`src/rtl/psum_row_accum.sv`:
```
// psum_row_accum: accumulates the PE partial-sum stream over several passes
// into a row buffer, then drains the row through bias/shift/activation/
// saturation to a valid/ready output stream.
// Optional feature macro: PSUM_RELU_EN (ReLU + upper clamp instead of
// signed saturation).
//
// Output handshake: an element transfers on a rising edge where
// out_valid & out_ready are both high; while out_valid is high and out_ready
// is low, out_data/out_last hold and out_valid stays high.

`ifndef DATA_WIDTH
`define DATA_WIDTH 8
`endif

module psum_row_accum #(
  parameter int DATA_WIDTH = `DATA_WIDTH,
  parameter int ROW_LEN    = 26,
  parameter int PSUM_WIDTH = DATA_WIDTH * 2 + 2,
  parameter int ACC_WIDTH  = PSUM_WIDTH + 4
) (
  input  logic                         clk,
  input  logic                         rst,
  input  logic                         start,
  input  logic [3:0]                   num_pass,
  input  logic [4:0]                   row_len,
  input  logic signed [DATA_WIDTH-1:0] bias,
  input  logic [3:0]                   shift,
  input  logic                         psum_valid,
  input  logic signed [PSUM_WIDTH-1:0] psum_in,
  output logic                         out_valid,
  input  logic                         out_ready,
  output logic [DATA_WIDTH-1:0]        out_data,
  output logic                         out_last,
  output logic                         busy,
  output logic                         done,
  output logic [1:0]                   dbg_state
);

  typedef enum logic [1:0] {
    ST_IDLE  = 2'd0,
    ST_ACCUM = 2'd1,
    ST_DRAIN = 2'd2
  } state_t;

  localparam logic [4:0] ROW_LEN_L = 5'(ROW_LEN);
  localparam logic signed [ACC_WIDTH:0] SAT_MAX = (ACC_WIDTH + 1)'((2 ** (DATA_WIDTH - 1)) - 1);
  localparam logic signed [ACC_WIDTH:0] SAT_MIN = (ACC_WIDTH + 1)'(-(2 ** (DATA_WIDTH - 1)));

  state_t r_state;
  state_t w_next_state;

  logic [4:0]                   r_idx;
  logic [3:0]                   r_pass_cnt;
  logic [3:0]                   r_num_pass;
  logic [4:0]                   r_row_len;
  logic signed [DATA_WIDTH-1:0] r_bias;
  logic [3:0]                   r_shift;
  logic                         r_out_valid;
  logic [DATA_WIDTH-1:0]        r_out_data;
  logic                         r_out_last;
  logic                         r_done;
  logic signed [ACC_WIDTH-1:0]  r_buf [ROW_LEN];

  logic [4:0]                   w_row_len_eff;
  logic [3:0]                   w_num_pass_eff;
  logic                         w_hs;
  logic                         w_acc_wr;
  logic                         w_row_end;
  logic                         w_final_psum;
  logic                         w_load;
  logic                         w_last_hs;
  logic                         w_rd_last;
  logic signed [ACC_WIDTH-1:0]  w_psum_ext;
  logic signed [ACC_WIDTH-1:0]  w_rd;
  logic signed [ACC_WIDTH-1:0]  w_shifted;
  logic signed [ACC_WIDTH:0]    w_v;
  logic [DATA_WIDTH-1:0]        w_act;

  // Out-of-range configuration falls back to the full row / a single pass.
  assign w_row_len_eff  = ((row_len == 5'd0) || (row_len > ROW_LEN_L)) ? ROW_LEN_L : row_len;
  assign w_num_pass_eff = (num_pass == 4'd0) ? 4'd1 : num_pass;

  assign w_hs       = r_out_valid & out_ready;
  assign w_psum_ext = {{(ACC_WIDTH - PSUM_WIDTH){psum_in[PSUM_WIDTH-1]}}, psum_in};
  assign w_rd_last  = (r_idx == r_row_len - 5'd1);

  // Next-state and per-cycle control strobes.
  always_comb begin
    w_next_state = r_state;
    w_acc_wr     = 1'b0;
    w_row_end    = 1'b0;
    w_final_psum = 1'b0;
    w_load       = 1'b0;
    w_last_hs    = 1'b0;
    case (r_state)
      ST_IDLE: begin
        if (start) w_next_state = ST_ACCUM;
      end
      ST_ACCUM: begin
        if (psum_valid) begin
          w_acc_wr     = 1'b1;
          w_row_end    = (r_idx == r_row_len - 5'd1);
          w_final_psum = w_row_end && (r_pass_cnt == r_num_pass - 4'd1);
          if (w_final_psum) w_next_state = ST_DRAIN;
        end
      end
      ST_DRAIN: begin
        // Load on the first DRAIN cycle (register empty) and on every
        // handshake that is not the final one.
        w_load    = !r_out_valid || (w_hs && !r_out_last);
        w_last_hs = w_hs && r_out_last;
        if (w_last_hs) w_next_state = ST_IDLE;
      end
      default: w_next_state = ST_IDLE;
    endcase
  end

  // Element value: shift, add bias one bit wider than the accumulator.
  always_comb begin
    w_rd      = r_buf[r_idx];
    w_shifted = w_rd >>> r_shift;
    w_v       = {w_shifted[ACC_WIDTH-1], w_shifted}
              + {{(ACC_WIDTH + 1 - DATA_WIDTH){r_bias[DATA_WIDTH-1]}}, r_bias};
`ifdef PSUM_RELU_EN
    if (w_v < 0)            w_act = '0;
    else if (w_v > SAT_MAX) w_act = SAT_MAX[DATA_WIDTH-1:0];
    else                    w_act = w_v[DATA_WIDTH-1:0];
`else
    if (w_v < SAT_MIN)      w_act = SAT_MIN[DATA_WIDTH-1:0];
    else if (w_v > SAT_MAX) w_act = SAT_MAX[DATA_WIDTH-1:0];
    else                    w_act = w_v[DATA_WIDTH-1:0];
`endif
  end

  // State register, counters, latched configuration and output register.
  always_ff @(posedge clk) begin
    if (rst) begin
      r_state     <= ST_IDLE;
      r_idx       <= '0;
      r_pass_cnt  <= '0;
      r_num_pass  <= 4'd1;
      r_row_len   <= ROW_LEN_L;
      r_bias      <= '0;
      r_shift     <= '0;
      r_out_valid <= 1'b0;
      r_out_data  <= '0;
      r_out_last  <= 1'b0;
      r_done      <= 1'b0;
    end else begin
      r_state <= w_next_state;
      r_done  <= w_last_hs;
      if ((r_state == ST_IDLE) && start) begin
        r_num_pass <= w_num_pass_eff;
        r_row_len  <= w_row_len_eff;
        r_bias     <= bias;
        r_shift    <= shift;
        r_idx      <= '0;
        r_pass_cnt <= '0;
      end
      if (w_acc_wr) begin
        if (w_row_end) begin
          r_idx      <= '0;
          r_pass_cnt <= w_final_psum ? 4'd0 : r_pass_cnt + 4'd1;
        end else begin
          r_idx <= r_idx + 5'd1;
        end
      end
      if (w_load) begin
        r_out_valid <= 1'b1;
        r_out_data  <= w_act;
        r_out_last  <= w_rd_last;
        r_idx       <= w_rd_last ? 5'd0 : r_idx + 5'd1;
      end else if (w_last_hs) begin
        r_out_valid <= 1'b0;
        r_out_last  <= 1'b0;
        r_idx       <= '0;
      end
    end
  end

  // Row buffer: pass 0 overwrites, later passes accumulate; never cleared.
  always_ff @(posedge clk) begin
    if (w_acc_wr) begin
      if (r_pass_cnt == 4'd0) r_buf[r_idx] <= w_psum_ext;
      else                    r_buf[r_idx] <= r_buf[r_idx] + w_psum_ext;
    end
  end

  assign out_valid = r_out_valid;
  assign out_data  = r_out_data;
  assign out_last  = r_out_last;
  assign busy      = (r_state != ST_IDLE);
  assign done      = r_done;
  assign dbg_state = r_state;

endmodule

```
`config.mk`:
```
export PLATFORM = sky130hd
export DESIGN_NAME = psum_row_accum
export DESIGN_NICKNAME = d
export VERILOG_FILES = /design/src/rtl/psum_row_accum.sv
export SDC_FILE = /design/constraint.sdc
export NUM_CORES = 1
export LEC_CHECK = 0
export ABC_AREA = 1
export CORE_UTILIZATION = 35
export DETAILED_ROUTE_END_ITERATION = 10
export SLEW_MARGIN = 0
export SYNTH_ARGS = -nofsm -noshare
export SYNTH_HDL_FRONTEND = slang
export SYNTH_SLANG_ARGS = --single-unit
export TNS_END_PERCENT = 100
```
`constraint.sdc`:
```
create_clock -name clk -period 11.43 [get_ports clk]
set_clock_uncertainty 0.15 [all_clocks]
set_input_delay 1.7145 -clock clk [delete_from_list [all_inputs] [get_ports clk]]
set_output_delay 1.7145 -clock clk [all_outputs]
set_load 0.01 [all_outputs]
```
==> impl_metrics.ini, run 1 <==
[finish]
final_cells = 3893
antenna_cells = 0
nNetsFinal = 2873
syn2layout_area_growth_pct = 13.4
fin_area_um2 = 32800
drive_above_1_share_pct = 9.35

[clock_tree]
numCtsBuffers = 66
cts_setup_buffers = 0
htree_levels = 3
cts_buffer_depth = 3
clock-sinks = 620
clk_latency_ps = 620
path_clk_slew_ps = 60
cts-resized-gates = 0
cts_tree = built
ctsHoldBuffers = 0
root_buffer = clkbuf_16

[placed_design]
placed_area_um2 = 30600
finalWeightedCongestion = 0.857
io_buffers = 57
placed_cells = 3778
hpwl_um = 47400

[global_routing]
grt_antenna_before_repair = 0
grt_pass1_wl_um = 122000
grt_max_degree = 105
grt_pass1_vias = 19890
grt_overflow = 0
track_usage_pct = 19.2

[detailed_routing]
detail_route.vias_per_cell = 5.36
vias = 20863
wirelength_um = 80300
drc_errors = 0
drt-initial-drc-count = 2004
drtPass1Iterations = 6
routedWlPerCell_um = 20.6
ant_nets = 0

[job]
cap_violations = 0

[setup_path]
rr_endpoint = out_data[5]
r2r_setup_slack_ps = 5010
startpoint_type = flip-flop
crit_type = flip-flop to flip-flop
path_common_cell = nand2_1
end_kind = flip-flop
critPathSlowestCell = buf_4
critPathArrivalTime_ps = 6710
cp_max_fo = 92
slowest_delay_ps = 860
worst_r2r_path_depth = 30
cp.required_ps = 11710

[status]
run_status = complete, no violations

[sta]
slew_headroom_pct = 23.2
fmax_mhz = 156
period_minus_slack_ps = 6420
worstMarginPinSlew_ps = 1150
finalHoldViolCount = 0
fin_crit_sh_pct = 56.2
holdWs_ps = 320
drv_slew = 0
rsz0062_at_grt = false
setup_viol = 0
fin_tns_setup_ps = 0

[die]
ios = 58
fp-row-count = 105
start_util_pct = 35.3
die_h_um = 289
core_area_um2 = 81800
die_x_um = 289
die-area_um2 = 83700

[yosys]
syn_area_um2 = 28900
synthFlopType = edfxtp_1
ys_seq_area_share_pct = 62.7
synth_cells = 2742
synth.area.top_cells = edfxtp_1 (59%), o21ai_0 (5.9%), nor2_1 (5.8%)
yosys.area.top_type = edfxtp_1
synth_nets = 2839
synth_edf_count = 572
synthDistinctLibCells = 54
synth_top_cell_area_share_pct = 59.4
async_flop_share_pct = 0
avgSynthCellArea_um2 = 10.5
yosys_register_bits = 620
yosys-top-cells-count = edfxtp_1 (572), nor2_1 (443), nand2_1 (369), o21ai_0 (342), nand3_1 (252)
yosys_warnings = 0
synth.most_common_cell = edfxtp_1

[hold_path]
worstHoldEndpoint = out_data[7]
holdCritStartpoint = out_data[7]
hold_path_depth = 2
hold_path.class = flip-flop to flip-flop

[power_and_ir_drop]
power.total_mw = 5.45
p_leak_nw = 11.5
ir_drop_v = 0.000107
p_per_area_nw_per_um2 = 166
## stage by stage
step | utilization, % | setup slack, ps
2_1_floorplan | - | 6630
3_3_place_gp | 37.4 | 5150
3_5_place_dp | 37.4 | 5070
4_1_cts | 40.1 | 5090
5_1_grt | 40.1 | 4490
6_report | 40.1 | 5010
## worst max-delay path by stage
stage | from | endpoint | slack [ps] | cells past startpoint
after floorplan | psum_in[0] | r_buf[0][10] | 6630 | 9
after global placement | flip-flop | out_data[3] | 5150 | 28
after detailed placement | flip-flop | r_buf[10][14] | 5070 | 18
after CTS | flip-flop | r_buf[6][14] | 5090 | 18
after global routing | flip-flop | out_data[2] | 4490 | 30
final | flip-flop | out_data[5] | 5010 | 30
## cells in the final DEF, fill, tap and decap left out, types with 11 or more instances in the layout
cell	synthesis	final
nand3_2	11	11
nand2_1	369	369
a21oi_1	67	67
buf_4	14	54
nor2_2	8	27
inv_1	112	111
dfxtp_1	48	45
nand2_2	21	21
clkbuf_1	56	16
edfxtp_1	572	572
clkbuf_16	0	67
and2_1	19	19
xnor2_1	16	15
o211ai_1	70	70
inv_2	11	11
o22ai_1	13	13
clkdlybuf4s50_1	0	57
o21ai_1	15	28
xor2_1	14	14
nor2_1	443	417
o221ai_1	58	58
nand3_1	252	252
o21ai_0	342	329
nor2_4	4	11
ha_1	51	51
## metal layers
layer	vias up	share of wire (%)	global-route usage, %
met5	-	0	0
met4	0	2.1	5.78
met3	112	6.6	2.52
met2	719	46	30.5
met1	10171	45	27.3
li1	9861	-	-
## critical path, delay by kind of cell (launching register included)
family                     cells  cell delay (ps)
buffers and inverters          4             1620
and+or+nand+nor               20             2190
AOI/OAI and AO/OA              4              660
DFF                            1              770
xor gates and xnor gates       1              410
adders and majority gates      1              280
## kinds of logic (layout without fill, tap and decap cells)
| group | Yosys count | in the layout | synth area share, % |
|---|---|---|---|
| XOR/XNOR | 31 | 31 | 0.965 |
| AO/OA/AOI/OAI | 593 | 593 | 12.0 |
| buffers and inverters | 272 | 353 | 4.14 |
| AND/OR/NAND/NOR | 1173 | 1173 | 17.8 |
| flip-flops | 620 | 620 | 62.7 |
| adder cells (fa/ha/maj) | 53 | 53 | 2.35 |
## area by class of cell
class                           instances  area, um2
Clock buffer                           84       1750
Clock inverter                         31        400
Fill cell                            7789      49100
Inverter                              127        490
Multi-Input combinational cell       1850       9680
Sequential cell                       620      18100
Tap cell                             1070       1340
Timing Repair Buffer                  111        976
## state kept, by name, indices dropped and copies added (netlist names), named ones only
signal / count
r_shift: 4
r_bias: 8
r_buf: 572
r_idx: 5
r_pass_cnt: 4
out_valid: 1
dbg_state: 2
out_last: 1
out_data: 8
done: 1
r_num_pass: 4
r_row_len: 5
## power by group
part,internal (mW),switching (mW)
registers,2.49,0.0191
clock network,1.27,0.885
logic,0.254,0.533
total,4.02,1.44
Note: power is estimated with default switching activity, not from simulation.
==> run 2, diff against run 1 <==
- clock period: 11.43 -> 5.7 ns (I/O delays scaled with it)
==> impl_metrics.ini, run 2 (synthesized netlist as in run 1, its figures left out) <==
[finish]
final_cells = 3917
regMostFlops = r_buf
nNetsFinal = 2894
drive_above_1_share_pct = 10.0
fill_cells = 7744
antenna_cells = 0
fin_util_pct = 40.4
layout_commonest_cell = edfxtp_1
largest_reg_flops = 572
syn2layout_area_growth_pct = 14.5
mostFrequentLayoutCells = edfxtp_1 (572), nor2_1 (417), nand2_1 (369)

[detailed_routing]
wirelength_um = 80900
drt-initial-drc-count = 2074
wl_met2_um = 36900
routedWlPerCell_um = 20.7
detail_route.vias_per_cell = 5.35
met1_length_um = 36500
ant_nets = 0
drtPass1Iterations = 5
highest_layer = met4
drc_errors = 0
dr_wl_met3_um = 5430
vias = 20943

[setup_path]
startpoint_type = flip-flop
cp.required_ps = 5750
worst_r2r_path_depth = 18
end_kind = flip-flop
cp_max_fo = 75
crit_type = flip-flop to flip-flop
rr_endpoint = r_buf[19][21]
critPathArrivalTime_ps = 5330
r2r_setup_slack_ps = 420
crit_end = r_buf[19][21]

[sta]
fin_crit_sh_pct = 92.6
fin_ws_ps = 423
rsz0062_at_grt = false
finalHoldViolCount = 0
setup_viol = 0
fin_tns_setup_ps = 0
period_minus_slack_ps = 5280
fmax_mhz = 190
slew_headroom_pct = 9.82
worstMarginPinSlew_ps = 1350
drv_slew = 0

[die]
die_h_um = 289
die_x_um = 289
start_util_pct = 35.3
ios = 58
fp-row-count = 105
die-area_um2 = 83700
core_area_um2 = 81800

[clock_tree]
htree_levels = 3
cts_tree = built
numCtsBuffers = 66
cts-resized-gates = 0
cts_buffer_depth = 3
ctsHoldBuffers = 0
root_buffer = clkbuf_16
clk_latency_ps = 620
path_clk_slew_ps = 60
cts_setup_buffers = 0
clock-sinks = 620

[status]
run_status = complete, no violations

[job]
cap_violations = 0

[placed_design]
pre_cts_slack_ps = 568
hpwl_um = 48900
placed_cells = 3799
io_buffers = 57
finalWeightedCongestion = 0.938

[power_and_ir_drop]
p_switching_mw = 2.94
intPower_mw = 8.01
power.total_mw = 11.0
p_sw_share_pct = 26.9
p_per_area_nw_per_um2 = 331
p_leak_nw = 11.7
p_clk_share_pct = 39.2
ir_drop_v = 0.000222
p_seq_share_pct = 45.8
p_comb_share_pct = 15.0

[hold_path]
hold_path.class = flip-flop to flip-flop

[global_routing]
track_usage_pct = 19.3
grt_pass1_vias = 19649
grt_max_degree = 91
grt_pass1_wl_um = 122000
grt_overflow = 0
grt_antenna_before_repair = 0
[run 2: cell types whose count changed in the layout (fill, tap and decap cells not counted), moves of 2 or more]
| cell | before | now |
|---|---|---|
| buf_12 | 0 | 14 |
| buf_4 | 54 | 61 |
| bufinv_16 | 8 | 6 |
| clkbuf_1 | 16 | 12 |
| clkinv_1 | 10 | 16 |
| clkinv_2 | 10 | 12 |
| inv_16 | 3 | 1 |
[run 2: power groups by stage]
stage	Sequential, mW	Combinational, mW	Clock, mW
floorplan	5.10	1.17	0
global placement	5.11	1.61	0
detailed placement	5.11	1.62	0
CTS	5.02	1.63	4.36
global route	5.02	1.82	4.52
finish	5.02	1.64	4.29
[run 2: worst min path at each step]
| stage | startpoint | to | slack (ps) | cells past startpoint |
|---|---|---|---|---|
| 4_1_cts | out_data[7] | out_data[7] | 320 | 2 |
| 3_3_place_gp | out_data[4] | out_data[4] | 310 | 2 |
| 5_1_grt | out_data[7] | out_data[7] | 330 | 2 |
| 2_1_floorplan | r_num_pass[1] | r_num_pass[1] | 300 | 2 |
| 3_5_place_dp | out_data[7] | out_data[7] | 310 | 2 |
| 6_report | out_data[4] | out_data[4] | 320 | 2 |
[run 2: stage by stage]
| step | area, um2 | hold WS, ps |
|---|---|---|
| after floorplan | 28900 | 303 |
| after CTS | 33100 | 320 |
| after global placement | 31000 | 305 |
| after detailed placement | 31000 | 312 |
| after global routing | 33100 | 328 |
| final | 33100 | 322 |
[run 2: worst max-delay path: stages (launching register included)]
cell	delay (ps)
dfxtp_4	700
inv_8	170
buf_12	240
o21ai_0	200
o21ai_0	130
o211ai_1	230
nand3_1	190
and2_1	220
ha_1	350
nand2_1	110
nor2_1	190
inv_1	60
o21ai_0	270
nand2_1	90
nand2_1	70
a31oi_1	50
a21oi_1	130
o21ai_0	160
xnor2_2	1050
[run 2: metal layers]
metal  up-vias  track usage (%)
met5         -                0
met4         0             6.36
met3       121             2.20
met2       744             30.6
met1     10166             27.6
li1       9912                -
[run 2: layout make-up]
cell class / instances / area (um2) / share of cell area [%]
well taps: 1070 / 1340 / 4.04
repair buffers: 132 / 1310 / 3.95
flip-flops and latches: 620 / 18100 / 54.8
clock inverters: 37 / 378 / 1.14
clock buffers: 81 / 1760 / 5.32
multi-input cells: 1850 / 9680 / 29.2
inverters: 127 / 490 / 1.48
==> run 3, diff against run 2 <==
- CORE_MARGIN: unset -> 10
==> impl_metrics.ini, run 3 (synthesized netlist as in run 1, its figures left out) <==
[setup_path]
critPathSlowestCell = dfxtp_4
worst_r2r_path_depth = 29
startpoint_type = flip-flop
slowest_delay_ps = 430
path_common_cell = nand2_1
cp_max_fo = 51
cpLargestDelayFamily = simple AND/OR/NAND/NOR gates
path_buf_inv = 4
crit_end = out_data[6]
critPathArrivalTime_ps = 5300
cp.required_ps = 6020
cp.depth = 29
crit_type = flip-flop to flip-flop
end_kind = flip-flop
rr_endpoint = out_data[6]
r2r_setup_slack_ps = 720

[hold_path]
holdCritStartpoint = out_data[7]
hold_path.class = flip-flop to flip-flop

[die]
die_x_um = 307
start_util_pct = 35.3
core_area_um2 = 82000
die-area_um2 = 94500
ios = 58
die_h_um = 307
fp-row-count = 105

[clock_tree]
cts_buffer_depth = 3
htree_levels = 3
clk_latency_ps = 620
root_buffer = clkbuf_16
cts_tree = built
cts-resized-gates = 0
clock-sinks = 620
path_clk_slew_ps = 60
numCtsBuffers = 66
cts_setup_buffers = 0
ctsHoldBuffers = 0

[sta]
fin_tns_setup_ps = 0
fin_crit_sh_pct = 87.4
slew_headroom_pct = 22.8
period_minus_slack_ps = 4980
finalHoldViolCount = 0
worstMarginPinSlew_ps = 1160
fmax_mhz = 201
drv_slew = 0
rsz0062_at_grt = false
setup_viol = 0

[power_and_ir_drop]
ir_drop_v = 0.000314
p_per_area_nw_per_um2 = 329
p_leak_nw = 11.6

[detailed_routing]
ant_nets = 0
routedWlPerCell_um = 20.9
drt-initial-drc-count = 2157
vias = 20756
drtPass1Iterations = 6
drc_errors = 0
wirelength_um = 81700
detail_route.vias_per_cell = 5.31

[finish]
layout_commonest_cell = edfxtp_1
final_cells = 3911
largest_reg_flops = 572
drive_above_1_share_pct = 10.0
regArea_um2 = 18100
fill_cells = 7955
antenna_cells = 0
syn2layout_area_growth_pct = 14.4
mostFrequentLayoutCells = edfxtp_1 (572), nor2_1 (417), nand2_1 (369)
nNetsFinal = 2890
regMostFlops = r_buf
multiInputGateArea_um2 = 9700

[global_routing]
grt_overflow = 0
grt_pass1_wl_um = 124000
grt_busiest_layer = met2
grt_util_met2_pct = 27.7
track_usage_pct = 17.0
grt_antenna_before_repair = 1
met3_usage_pct = 2.91
grt_pass1_vias = 19757
grt_max_degree = 115
globalRouteMet1Util_pct = 22.8

[job]
cap_violations = 0

[placed_design]
placed_cells = 3795
io_buffers = 57
hpwl_um = 50000
finalWeightedCongestion = 0.921

[status]
run_status = complete, no violations
run 3: worst reg2reg max path: cells and delay by family, from the launching register on:
| family | cells | cell delay (ps) |
|---|---|---|
| xor gates and xnor gates | 1 | 390 |
| DFF | 1 | 430 |
| buffers and inverters | 4 | 910 |
| AOI/OAI and AO/OA | 5 | 970 |
| and+or+nand+nor | 18 | 1670 |
| adders and majority gates | 1 | 310 |
run 3: layout make-up:
type	count	share of cell area, %
flip-flops and latches	620	54.9
inverters	127	1.48
well taps	1070	4.05
multi-input cells	1850	29.3
repair buffers	128	3.79
clock inverters	34	1.05
clock buffers	82	5.40
run 3: stage by stage:
stage	area [um2]	power [mW]	setup slack (ps)	utilization [%]	hold WS (ps)
final	33100	10.9	717	40.3	315
after global routing	33100	11.3	308	40.3	326
after global placement	30900	6.73	781	37.7	304
after detailed placement	30900	6.73	759	37.7	304
after floorplan	28900	6.27	1190	-	303
after CTS	33100	10.9	697	40.3	313
run 3: routing by layer:
metal	vias up	share of wire [%]	routed length (um)
li1	9903	-	-
met5	-	0.016	13
met2	737	47	38000
met1	9995	43	35300
met4	2	2.7	2230
met3	119	7.5	6110
run 3: power breakdown:
part	leakage (nW)	internal [mW]	total [mW]	switching, mW
logic	5.06	0.532	1.64	1.10
registers	5.54	4.99	5.01	0.0244
clock network	1.04	2.43	4.21	1.79
run 3: how the worst min path moves through the flow:
stage	end	cells past startpoint
floorplan	r_num_pass[1]	2
global placement	out_data[7]	2
detailed placement	out_data[7]	2
CTS	out_data[7]	2
global route	out_data[7]	2
finish	out_data[7]	2
